**src/rtl/uart_mmio.sv**
```systemverilog
// rtl/uart_mmio.sv - memory-mapped 8N1 UART with TX FIFO, TX shifter, RX deserializer and status register
module uart_mmio #(
    parameter logic [31:0] BASE_ADDR = 32'h4000_0000,
    parameter int          CLK_DIV   = 434,
    parameter int          TX_DEPTH  = 16
) (
    input  logic        clk,
    input  logic        reset,
    input  logic [31:0] MemAddress,
    input  logic        MemWrite,
    input  logic [31:0] MemWriteData,
    output logic [31:0] ReadData,
    output logic        Hit,
    input  logic        uart_rxd,
    output logic        uart_txd
);
    localparam int CW = $clog2(CLK_DIV);
    localparam int PW = $clog2(TX_DEPTH);
    localparam logic [CW-1:0] DIV_LAST  = CW'(CLK_DIV - 1);
    localparam logic [CW-1:0] HALF_LAST = CW'(CLK_DIV / 2 - 1);
    localparam logic [PW:0]   DEPTH     = (PW + 1)'(TX_DEPTH);

    typedef enum logic [1:0] {TX_IDLE, TX_START, TX_DATA, TX_STOP} tx_state_t;
    typedef enum logic [1:0] {RX_IDLE, RX_START, RX_DATA, RX_STOP} rx_state_t;

    tx_state_t     tx_state;
    rx_state_t     rx_state;
    logic [7:0]    fifo [TX_DEPTH];
    logic [PW-1:0] wr_ptr, rd_ptr;
    logic [PW:0]   count;
    logic [CW-1:0] tx_cnt, rx_cnt;
    logic [2:0]    tx_bit, rx_bit;
    logic [7:0]    tx_shift, rx_shift, rx_byte;
    logic          rx_sync1, rx_sync2;
    logic          rx_valid, rx_ovr, tx_ovf;

    logic [1:0] sel;
    logic       wr_en, tx_push, rx_clr, st_wr;
    logic       tx_full, fifo_empty, tx_pop, push_ok, tx_busy, rx_done;
    logic       unused_bits;

    assign Hit        = MemAddress[31:4] == BASE_ADDR[31:4];
    assign sel        = MemAddress[3:2];
    assign wr_en      = MemWrite & Hit;
    assign tx_push    = wr_en && sel == 2'd0;
    assign rx_clr     = wr_en && sel == 2'd1;
    assign st_wr      = wr_en && sel == 2'd2;
    assign tx_full    = count == DEPTH;
    assign fifo_empty = count == '0;
    // The shifter pulls the next byte either from idle or at the end of a stop bit.
    assign tx_pop     = !fifo_empty &&
                        (tx_state == TX_IDLE || (tx_state == TX_STOP && tx_cnt == '0));
    assign push_ok    = tx_push && (!tx_full || tx_pop);
    assign tx_busy    = tx_state != TX_IDLE || !fifo_empty;
    assign rx_done    = rx_state == RX_STOP && rx_cnt == '0 && rx_sync2;
    assign unused_bits = ^{MemWriteData[31:8], MemWriteData[2:0], MemAddress[1:0]};

    always_comb begin
        ReadData = '0;
        if (Hit) begin
            case (sel)
                2'd1:    ReadData = {24'b0, rx_byte};
                2'd2:    ReadData = {27'b0, tx_ovf, rx_ovr, tx_busy, tx_full, rx_valid};
                default: ReadData = '0;
            endcase
        end
    end

    always_ff @(posedge clk) begin
        if (push_ok) fifo[wr_ptr] <= MemWriteData[7:0];
    end

    always_ff @(posedge clk) begin
        if (reset) begin
            wr_ptr <= '0;
            rd_ptr <= '0;
            count  <= '0;
        end else begin
            if (push_ok) wr_ptr <= wr_ptr + 1'b1;
            if (tx_pop)  rd_ptr <= rd_ptr + 1'b1;
            case ({push_ok, tx_pop})
                2'b10:   count <= count + 1'b1;
                2'b01:   count <= count - 1'b1;
                default: count <= count;
            endcase
        end
    end

    always_ff @(posedge clk) begin
        if (reset) begin
            tx_state <= TX_IDLE;
            tx_cnt   <= '0;
            tx_bit   <= '0;
            tx_shift <= '0;
            uart_txd <= 1'b1;
        end else begin
            case (tx_state)
                TX_IDLE: begin
                    uart_txd <= 1'b1;
                    if (tx_pop) begin
                        tx_shift <= fifo[rd_ptr];
                        tx_state <= TX_START;
                        tx_cnt   <= DIV_LAST;
                        uart_txd <= 1'b0;
                    end
                end
                TX_START: begin
                    if (tx_cnt != '0) tx_cnt <= tx_cnt - 1'b1;
                    else begin
                        tx_state <= TX_DATA;
                        tx_cnt   <= DIV_LAST;
                        tx_bit   <= '0;
                        uart_txd <= tx_shift[0];
                    end
                end
                TX_DATA: begin
                    if (tx_cnt != '0) tx_cnt <= tx_cnt - 1'b1;
                    else if (tx_bit == 3'd7) begin
                        tx_state <= TX_STOP;
                        tx_cnt   <= DIV_LAST;
                        uart_txd <= 1'b1;
                    end else begin
                        tx_shift <= {1'b0, tx_shift[7:1]};
                        tx_bit   <= tx_bit + 1'b1;
                        tx_cnt   <= DIV_LAST;
                        uart_txd <= tx_shift[1];
                    end
                end
                TX_STOP: begin
                    if (tx_cnt != '0) tx_cnt <= tx_cnt - 1'b1;
                    else if (tx_pop) begin
                        tx_shift <= fifo[rd_ptr];
                        tx_state <= TX_START;
                        tx_cnt   <= DIV_LAST;
                        uart_txd <= 1'b0;
                    end else begin
                        tx_state <= TX_IDLE;
                    end
                end
                default: tx_state <= TX_IDLE;
            endcase
        end
    end

    always_ff @(posedge clk) begin
        if (reset) begin
            rx_sync1 <= 1'b1;
            rx_sync2 <= 1'b1;
            rx_state <= RX_IDLE;
            rx_cnt   <= '0;
            rx_bit   <= '0;
            rx_shift <= '0;
            rx_byte  <= '0;
        end else begin
            rx_sync1 <= uart_rxd;
            rx_sync2 <= rx_sync1;
            case (rx_state)
                RX_IDLE: begin
                    if (!rx_sync2) begin
                        rx_state <= RX_START;
                        rx_cnt   <= HALF_LAST;
                    end
                end
                RX_START: begin
                    if (rx_cnt != '0) rx_cnt <= rx_cnt - 1'b1;
                    else if (rx_sync2) rx_state <= RX_IDLE;
                    else begin
                        rx_state <= RX_DATA;
                        rx_cnt   <= DIV_LAST;
                        rx_bit   <= '0;
                    end
                end
                RX_DATA: begin
                    if (rx_cnt != '0) rx_cnt <= rx_cnt - 1'b1;
                    else begin
                        rx_shift <= {rx_sync2, rx_shift[7:1]};
                        rx_cnt   <= DIV_LAST;
                        rx_bit   <= rx_bit + 1'b1;
                        if (rx_bit == 3'd7) rx_state <= RX_STOP;
                    end
                end
                RX_STOP: begin
                    if (rx_cnt != '0) rx_cnt <= rx_cnt - 1'b1;
                    else begin
                        rx_state <= RX_IDLE;
                        if (rx_sync2) rx_byte <= rx_shift;
                    end
                end
                default: rx_state <= RX_IDLE;
            endcase
        end
    end

    // Flag sets take priority over the CPU clears landing on the same edge.
    always_ff @(posedge clk) begin
        if (reset) begin
            rx_valid <= 1'b0;
            rx_ovr   <= 1'b0;
            tx_ovf   <= 1'b0;
        end else begin
            if (rx_done)     rx_valid <= 1'b1;
            else if (rx_clr) rx_valid <= 1'b0;

            if (rx_done && rx_valid && !rx_clr) rx_ovr <= 1'b1;
            else if (st_wr && MemWriteData[3])  rx_ovr <= 1'b0;

            if (tx_push && tx_full && !tx_pop)  tx_ovf <= 1'b1;
            else if (st_wr && MemWriteData[4])  tx_ovf <= 1'b0;
        end
    end
endmodule

```
**config.mk**
```make
export PLATFORM = sky130hd
export DESIGN_NAME = uart_mmio
export DESIGN_NICKNAME = d
export VERILOG_FILES = /design/src/rtl/uart_mmio.sv
export SDC_FILE = /design/constraint.sdc
export NUM_CORES = 1
export LEC_CHECK = 0
export BUFFER_PORTS_ARGS = -buffer_cell sky130_fd_sc_hd__buf_2
export CORE_MARGIN = 1
export CORE_UTILIZATION = 35
export DETAILED_ROUTE_END_ITERATION = 10
export PLACE_DENSITY = 0.63
export RECOVER_POWER = 100
export SYNTH_ARGS = -nofsm -noshare
export SYNTH_HDL_FRONTEND = slang
export SYNTH_SLANG_ARGS = --single-unit
```
**constraint.sdc**
```tcl
create_clock -name clk -period 3.6 [get_ports clk]
set_input_delay 0.18 -clock clk [delete_from_list [all_inputs] [get_ports clk]]
set_output_delay 0.18 -clock clk [all_outputs]
set_load 0.02 [all_outputs]
```
==> impl_metrics.toml, run 1 <==
[status]
status = "finished with violations"
violations = "max-capacitance violations, max-slew violations"

[clocking]
clk_path_buf_depth = 3
cts_buffers = 22
cts_tree = "yes"
cts_resized = 0
cts_setup_buffers = 0
clock_latency_ns = 0.51
cts_max_level = 1
clockRootBuffer = "clkbuf_16"
clkTransAtPathRegs_ns = 0.06
clock_sinks = 203

[synthesis]
synth-simple-area-share_pct = 12.2
synth-compound-area-share_pct = 9.48
synth-seq-cells = 203
synth-edff-count = 128
syn_inst = 735
async_flop_share_pct = 0
synthAdderAreaFrac_pct = 3.71
syn_avg_cell_area_sq_um = 12.4
synth_top_family_by_area = "simple AND/OR/NAND/NOR gates"
synth.distinct_cells = 64
synth_area_sq_mm = 0.00909
synth-xor-area-share_pct = 0.963
synth_seq_area_share_pct = 58.8
synth-main-ff-cell = "edfxtp_1"
ys_warn_count = 0
muxShareOfSynthArea_pct = 10.4

[route]
wire_per_inst_um = 16.2
vias_per_cell = 5.10
drcViolationCount = 0
drtIter0Drc = 393
dr.pass1.iters = 5
finalWirelength_um = 18600
route.vias.total = 5839
postRouteAntennaNets = 0

[power_and_ir_drop]
switching_share_pct = 31.9
seqPwrFrac_pct = 40.0
powerDensity_mw_per_mm2 = 681
leakagePower_nw = 3.46
power_switching_mw = 2.24
pwr-share-comb_pct = 29.5
p_clk_share_pct = 30.4
power.ir.vdd_worst_mv = 0.419
internal-power_mw = 4.78

[global_routing]
grt_max_degree = 52
first_global_vias = 5560
grt_pass1_wl_um = 29800
overflow = 0
antenna_found_initial = 0
grt_usage_pct = 14.1

[final_layout]
ff_latch_area_sq_mm = 0.00535
multi_input_area_sq_mm = 0.00341
num-nets-final = 894
syn_to_final_growth_pct = 13.3
fill_cells = 2405
final_cell_mix = "edfxtp_1 (128), dfxtp_1 (74), nor2_1 (72), nand2_1 (62), a21oi_1 (48)"
layout_commonest_cell = "edfxtp_1"
layout-drive-gt1-share_pct = 16.5
antenna_cells = 0

[placed_design]
io_buffers = 51
place_congestion = 0.807
post-dp-hpwl_um = 12400

[critical_path]
cp-start-kind = "flip-flop"
required_ns = 3.98
path_class = "reg -> reg"
endpoint_kind = "flip-flop"
crit_arrival_ns = 3.72
cp_max_fo = 9

[timing]
worst_pin_slew_ns = 2.32
rsz0062_at_grt = "false"
fin_skew_ns = 0.0187
fmax_mhz = 299
report.final.slew_viol_count = 52
fin_crit_ns = 3.34
hold_slack_ns = 0.149
setup_viol_count_final = 0
hold_violations = 0
period_share_pct = 92.8
setup_tns_ns = 0
slew_headroom_pct = -55.0

[job]
maxCapViolations = 1

[min_path]
hold_path.class = "in -> reg"

[die]
initial_utilization_pct = 35.9
die_y_um = 163
die_x_um = 163
die_area_sq_mm = 0.0266
ioPinCount = 102
coreArea_sq_mm = 0.0253
rows = 58
cells in the mapped netlist (19+ instances only):
cell type / count / area [sq um]
inv_1: 19 / 71.3
clkbuf_1: 32 / 120
dfxtp_1: 75 / 1500
nor3_1: 24 / 120
nand2_1: 62 / 233
a21oi_1: 48 / 240
nor2_1: 72 / 270
mux4_2: 32 / 721
buf_4: 24 / 180
ha_1: 27 / 338
edfxtp_1: 128 / 3840
o21ai_0: 28 / 140
metrics by stage:
stage,worst slack (ns),area (sq um),util [%],instances,power [mW]
after detailed placement,0.281,9720,38.4,1104,4.96
final,0.258,10300,40.7,1144,7.02
after global routing,0.0191,10300,40.7,1144,7.45
after global placement,0.422,9720,38.4,1104,4.92
after floorplan,0.489,9180,-,758,4.45
after CTS,0.269,10400,41.1,1144,7.12
worst paths after layout:
| path | cells after the start | startpoint | to | slack (ns) |
|---|---|---|---|---|
| hold / removal | 4 | MemWrite | tx_ovf$_SDFFE_PP0P_ | 0.15 |
| setup reg to reg | 12 | tx_cnt[0]$_SDFF_PP0_ | count[4]$_SDFFE_PP0P_ | 0.26 |
| hold reg to reg | 1 | rx_sync1$_SDFF_PP1_ | rx_sync2$_SDFF_PP1_ | 0.43 |
| setup / recovery | 12 | tx_cnt[0]$_SDFF_PP0_ | count[4]$_SDFFE_PP0P_ | 0.26 |
layer usage:
layer	wire (um)	part of all wire, %	vias to the layer above	track usage [%]
met5	0	0	-	0
met4	430	2.3	0	3.91
met3	933	5.0	30	2.39
met2	8490	46	149	22.7
met1	8690	47	2833	19.6
li1	-	-	2827	-
worst max-delay path: stages, from the launching register on:
cell	delay, ns
dfxtp_1	0.35
inv_1	0.10
ha_1	0.15
nor4b_2	0.42
a31oi_1	0.16
or2_2	0.38
nor2_1	0.30
xnor2_1	0.13
ha_1	0.25
or4_1	0.41
nor3_1	0.20
a41oi_2	0.06
mux2_1	0.33
cell families after synthesis:
kind of cell	count (synthesis)
compound gates	132
xor+xnor	10
fa+ha+maj	27
buf+inv	81
flops	203
mux	52
other cells	1
simple gates	229
power groups by stage:
stage	combinational (mW)	sequential, mW	clock, mW
2_1_floorplan	1.67	2.78	0
3_3_place_gp	2.07	2.85	0
3_5_place_dp	2.10	2.86	0
4_1_cts	2.12	2.81	2.20
5_1_grt	2.32	2.84	2.30
6_report	2.07	2.81	2.14
area by class of cell:
cell class,count,area share (%)
multi-input cells,474,33.1
well taps,330,4.01
inverters,19,0.692
repair buffers,79,3.64
flip-flops and latches,203,51.9
clock buffers,29,5.79
clock inverters,10,0.862
state kept, by name, summed over array words and instances (netlist names), 2 cells and up, named ones only:
| name | flops |
|---|---|
| tx_cnt | 9 |
| rx_bit | 3 |
| rx_byte | 8 |
| wr_ptr | 4 |
| rd_ptr | 4 |
| rx_cnt | 9 |
| tx_bit | 3 |
| count | 5 |
| tx_state | 2 |
| fifo | 128 |
| tx_shift | 8 |
| rx_shift | 8 |
what timing repair did:
| item | in CTS | in global routing |
|---|---|---|
| hold endpoints to repair | 1 | 0 |
| hold buffers | 1 | 0 |
| setup endpoints to repair | 0 | 0 |
Power figures use the tool's default switching activity.
==> run 2, diff against run 1 <==
RECOVER_POWER = unset   (was 100)
==> run 2 against run 1 <==
The flow now finishes without violations. Clock skew increased by 0.0012 ns. Critical path depth unchanged. Sequential share of layout area decreased by 0.55 points. Register-to-register slack about the same. Cell count unchanged. Clock power about the same. Flip-flop and latch count unchanged. Final area increased by 1.1%. Die area unchanged.
==> impl_metrics.toml, run 2 (synthesized netlist as in run 1, its figures left out) <==
[timing]
setup_slack_ns = 0.260
fmax_mhz = 299
setup_viol_count_final = 0
setup_tns_ns = 0
hold_violations = 0
hold_slack_ns = 0.0578
period_share_pct = 92.8
worst_pin_slew_ns = 1.01
slew_headroom_pct = 32.5
report.final.slew_viol_count = 0
fin_crit_ns = 3.34
fin_skew_ns = 0.0199
rsz0062_at_grt = "false"

[placed_design]
io_buffers = 51
place_congestion = 0.807
dp_slack_ns = 0.281
dp_cells = 1104
post-dp-hpwl_um = 12400
placed_area_sq_mm = 0.00972

[die]
rows = 58
coreArea_sq_mm = 0.0253
die_x_um = 163
die_area_sq_mm = 0.0266
die_y_um = 163
ioPinCount = 102
initial_utilization_pct = 35.9

[clocking]
clock_latency_ns = 0.51
cts_resized = 0
cts_tree = "yes"
clock_sinks = 203
cts_max_level = 1
clockRootBuffer = "clkbuf_16"
clkTransAtPathRegs_ns = 0.06
cts_buffers = 22
clk_path_buf_depth = 3

[critical_path]
path_cells = "inv_1, ha_1, nor4b_2, a31oi_1, or2_2, nor2_1, xnor2_1, ha_1, or4_1, nor3_1, a41oi_2, mux2_4"
critPathSlowestCell = "nor4b_2"
cp-start-kind = "flip-flop"
r2r_slack_ns = 0.26
rr_worst_depth = 12
r2r_start = "tx_cnt[0]$_SDFF_PP0_"
slowest_delay_ns = 0.43
path_class = "reg -> reg"
cp_max_fo = 9
required_ns = 3.98
cp_common_cell = "ha_1"
crit_arrival_ns = 3.72
endpoint_kind = "flip-flop"
r2r-end = "count[4]$_SDFFE_PP0P_"

[global_routing]
antenna_found_initial = 0
grt_usage_pct = 14.1
first_global_vias = 5560
overflow = 0
grt_pass1_wl_um = 29800
grt_max_degree = 52

[final_layout]
top_regs = "fifo x128, rx_cnt x9, tx_cnt x9"
top_register = "fifo"
design_area_sq_mm = 0.0104
layout_commonest_cell = "edfxtp_1"
layout-drive-gt1-share_pct = 21.3
syn_to_final_growth_pct = 14.5
final_cell_mix = "edfxtp_1 (128), dfxtp_1 (74), nor2_1 (72), nand2_1 (62), buf_2 (51)"
largest_reg_flops = 128
antenna_cells = 0
finalNonFillerCells = 1144
num-nets-final = 894
utilization_pct = 41.1

[min_path]
hold_path.class = "in -> reg"
holdPathEnd = "fifo[9][7]$_DFFE_PP_"
hold_start = "MemWriteData[7]"
min_path_cells = 1

[power_and_ir_drop]
finalPower_mw = 7.05
leakagePower_nw = 3.60
powerDensity_mw_per_mm2 = 677
power.ir.vdd_worst_mv = 0.420

[route]
finalWirelength_um = 18500
vias_per_cell = 5.10
route.vias.total = 5830
wire_per_inst_um = 16.2
dr.pass1.iters = 5
drcViolationCount = 0
drtIter0Drc = 396
postRouteAntennaNets = 0

[job]
maxCapViolations = 0

[status]
status = "completed"
run 2: cell count changes in the layout (fill, tap and decap cells not counted), moves of 2 or more:
cell	delta
clkbuf_1	-36
buf_2	+19
buf_4	+19
and2_0	-2
and2_1	+2
clkbuf_2	-2
run 2: worst max-delay path by stage:
stage	slack, ns	to	startpoint	cells past startpoint
after floorplan	0.49	count[4]$_SDFFE_PP0P_	tx_cnt[0]$_SDFF_PP0_	13
after global placement	0.42	count[4]$_SDFFE_PP0P_	tx_cnt[0]$_SDFF_PP0_	12
after detailed placement	0.28	count[4]$_SDFFE_PP0P_	tx_cnt[0]$_SDFF_PP0_	12
after CTS	0.27	count[4]$_SDFFE_PP0P_	tx_cnt[0]$_SDFF_PP0_	12
after global routing	0.03	count[4]$_SDFFE_PP0P_	tx_cnt[0]$_SDFF_PP0_	12
final	0.26	count[4]$_SDFFE_PP0P_	tx_cnt[0]$_SDFF_PP0_	12
run 2: cell type report:
cell class                      count  area, sq um
Multi-Input combinational cell    474         3430
Clock buffer                       29          597
Sequential cell                   203         5350
Fill cell                        2379        14900
Clock inverter                     10         88.8
Timing Repair Buffer               79          468
Tap cell                          330          413
Inverter                           19         71.3
run 2: routing by layer:
| metal | track usage (%) | wire length, um | up-vias |
|---|---|---|---|
| met2 | 22.7 | 8570 | 144 |
| met1 | 19.6 | 8640 | 2826 |
| met3 | 2.39 | 886 | 30 |
| li1 | - | - | 2830 |
| met4 | 3.91 | 431 | 0 |
| met5 | 0 | 0 | - |
run 2: timing repair:
item                      CTS  global route
hold endpoints to repair    1             0
hold buffers                1             0
setup buffers               0             0
run 2: worst max-delay path, delay by kind of cell (launching register included):
| family | cells | cell delay (ns) |
|---|---|---|
| AND/OR/NAND/NOR | 5 | 1.73 |
| flip-flops | 1 | 0.35 |
| multiplexers | 1 | 0.31 |
| adder cells (fa/ha/maj) | 2 | 0.39 |
| buffers and inverters | 1 | 0.10 |
| XOR/XNOR | 1 | 0.13 |
| AO/OA/AOI/OAI | 2 | 0.24 |
run 2: power breakdown:
| part | internal (mW) | switching (mW) | leakage (nW) |
|---|---|---|---|
| Combinational | 0.943 | 1.16 | 1.51 |
| Clock | 1.24 | 0.895 | 0.334 |
| Sequential | 2.62 | 0.186 | 1.76 |
| Total | 4.81 | 2.24 | 3.60 |
==> run 3, diff against run 2 <==
RECOVER_POWER = 25   (was unset)
==> run 3 against run 2 <==
First-iteration DRC count grew 3.5%. Clock power is essentially flat. Critical endpoint unchanged. Final area about the same. Setup slack improved by 0.013 ns. Non-clock buffer count unchanged. Critical path type unchanged. Count of clock-buffer cells in the layout stayed put. Sequential power is essentially flat. Flip-flop and latch count stayed put. Hold slack gained 0.022 ns. Critical path depth unchanged. Routed wire length is essentially flat.
==> impl_metrics.toml, run 3 (synthesized netlist as in run 1, its figures left out) <==
[status]
status = "completed"

[final_layout]
largest_reg_flops = 128
num-nets-final = 894
design_area_sq_mm = 0.0104
top_register = "fifo"
layout-drive-gt1-share_pct = 20.5
fill_cells = 2378
top_regs = "fifo x128, rx_cnt x9, tx_cnt x9"
antenna_cells = 0
final_cell_mix = "edfxtp_1 (128), dfxtp_1 (74), nor2_1 (72), nand2_1 (62), a21oi_1 (48)"
layout_commonest_cell = "edfxtp_1"
syn_to_final_growth_pct = 14.4

[global_routing]
first_global_vias = 5560
antenna_found_initial = 0
grt_max_degree = 52
overflow = 0
grt_usage_pct = 14.1
grt_pass1_wl_um = 29800

[die]
die_x_um = 163
die_area_sq_mm = 0.0266
die_y_um = 163
coreArea_sq_mm = 0.0253
ioPinCount = 102
initial_utilization_pct = 35.9
rows = 58

[critical_path]
endpoint_kind = "flip-flop"
r2r-end = "count[4]$_SDFFE_PP0P_"
r2r_start = "tx_cnt[0]$_SDFF_PP0_"
rr_worst_depth = 12
crit_end = "count[4]$_SDFFE_PP0P_"
path_class = "reg -> reg"
cp-start-kind = "flip-flop"
crit_arrival_ns = 3.71
r2r_slack_ns = 0.27
cp_max_fo = 9
required_ns = 3.98
critPathLaunch = "tx_cnt[0]$_SDFF_PP0_"

[placed_design]
dp_slack_ns = 0.281
io_buffers = 51
post-dp-hpwl_um = 12400
place_congestion = 0.807
placed_area_sq_mm = 0.00972

[route]
finalWirelength_um = 18500
dr.pass1.iters = 5
wire_per_inst_um = 16.2
drcViolationCount = 0
vias_per_cell = 5.11
postRouteAntennaNets = 0
drtIter0Drc = 410
route.vias.total = 5842

[clocking]
cts_tree = "yes"
cts_resized = 0
clockRootBuffer = "clkbuf_16"
clock_latency_ns = 0.51
cts_setup_buffers = 0
clk_path_buf_depth = 3
cts_buffers = 22
cts_max_level = 1
clock_sinks = 203
clkTransAtPathRegs_ns = 0.06

[timing]
report.final.slew_viol_count = 0
setup_slack_ns = 0.273
fin_crit_ns = 3.33
setup_tns_ns = 0
hold_violations = 0
slew_headroom_pct = 33.4
fmax_mhz = 301
hold_slack_ns = 0.0796
fin_skew_ns = 0.0194
period_share_pct = 92.4
worst_pin_slew_ns = 0.999
rsz0062_at_grt = "false"
setup_viol_count_final = 0

[power_and_ir_drop]
leakagePower_nw = 3.58
powerDensity_mw_per_mm2 = 677
power.ir.vdd_worst_mv = 0.419

[min_path]
hold_path.class = "in -> reg"

[job]
maxCapViolations = 0
run 3: worst min path at each step:
stage,startpoint,endpoint,depth (start not counted)
5_1_grt,MemWriteData[5],fifo[6][5]$_DFFE_PP_,1
3_3_place_gp,uart_rxd,rx_sync1$_SDFF_PP1_,2
3_5_place_dp,uart_rxd,rx_sync1$_SDFF_PP1_,2
2_1_floorplan,MemWriteData[0],fifo[0][0]$_DFFE_PP_,0
4_1_cts,MemWriteData[7],fifo[0][7]$_DFFE_PP_,1
6_report,MemWriteData[5],fifo[7][5]$_DFFE_PP_,1
run 3: worst max-delay path, cell delays in order (launching register included):
cell,delay (ns)
dfxtp_1,0.35
inv_1,0.10
ha_1,0.15
nor4b_2,0.41
a31oi_1,0.16
or2_2,0.38
nor2_1,0.31
xnor2_1,0.13
ha_1,0.24
or4_1,0.41
nor3_1,0.20
a41oi_2,0.07
mux2_4,0.31
run 3: area by class of cell:
class / count / area (sq um) / share of cell area [%]
flip-flops and latches: 203 / 5350 / 51.4
multi-input cells: 474 / 3430 / 33.0
clock buffers: 29 / 597 / 5.73
repair buffers: 79 / 460 / 4.42
well taps: 330 / 413 / 3.97
clock inverters: 10 / 88.8 / 0.853
inverters: 19 / 71.3 / 0.685
run 3: per-stage QoR:
step	utilization, %	std cells	total power, mW
2_1_floorplan	-	758	4.45
3_3_place_gp	38.4	1104	4.92
3_5_place_dp	38.4	1104	4.96
4_1_cts	41.1	1144	7.12
5_1_grt	41.1	1144	7.49
6_report	41.1	1144	7.05
run 3: routing by layer:
layer / GRT usage (%) / part of all wire [%] / up-vias
met4: 3.91 / 2.3 / 0
met3: 2.39 / 5.3 / 30
met5: 0 / 0 / -
met1: 19.6 / 46 / 2823
li1: - / - / 2829
met2: 22.7 / 46 / 160
run 3: repair_timing:
item | 4_1_cts | 5_1_grt
hold buffers | 1 | 0
endpoints found under the hold margin | 1 | 0
endpoints found under the setup margin | 0 | 0
run 3: report_power, final:
part | switching, mW | total [mW] | internal [mW]
registers | 0.186 | 2.81 | 2.62
clock network | 0.892 | 2.13 | 1.24
logic | 1.16 | 2.10 | 0.942
total | 2.24 | 7.05 | 4.81
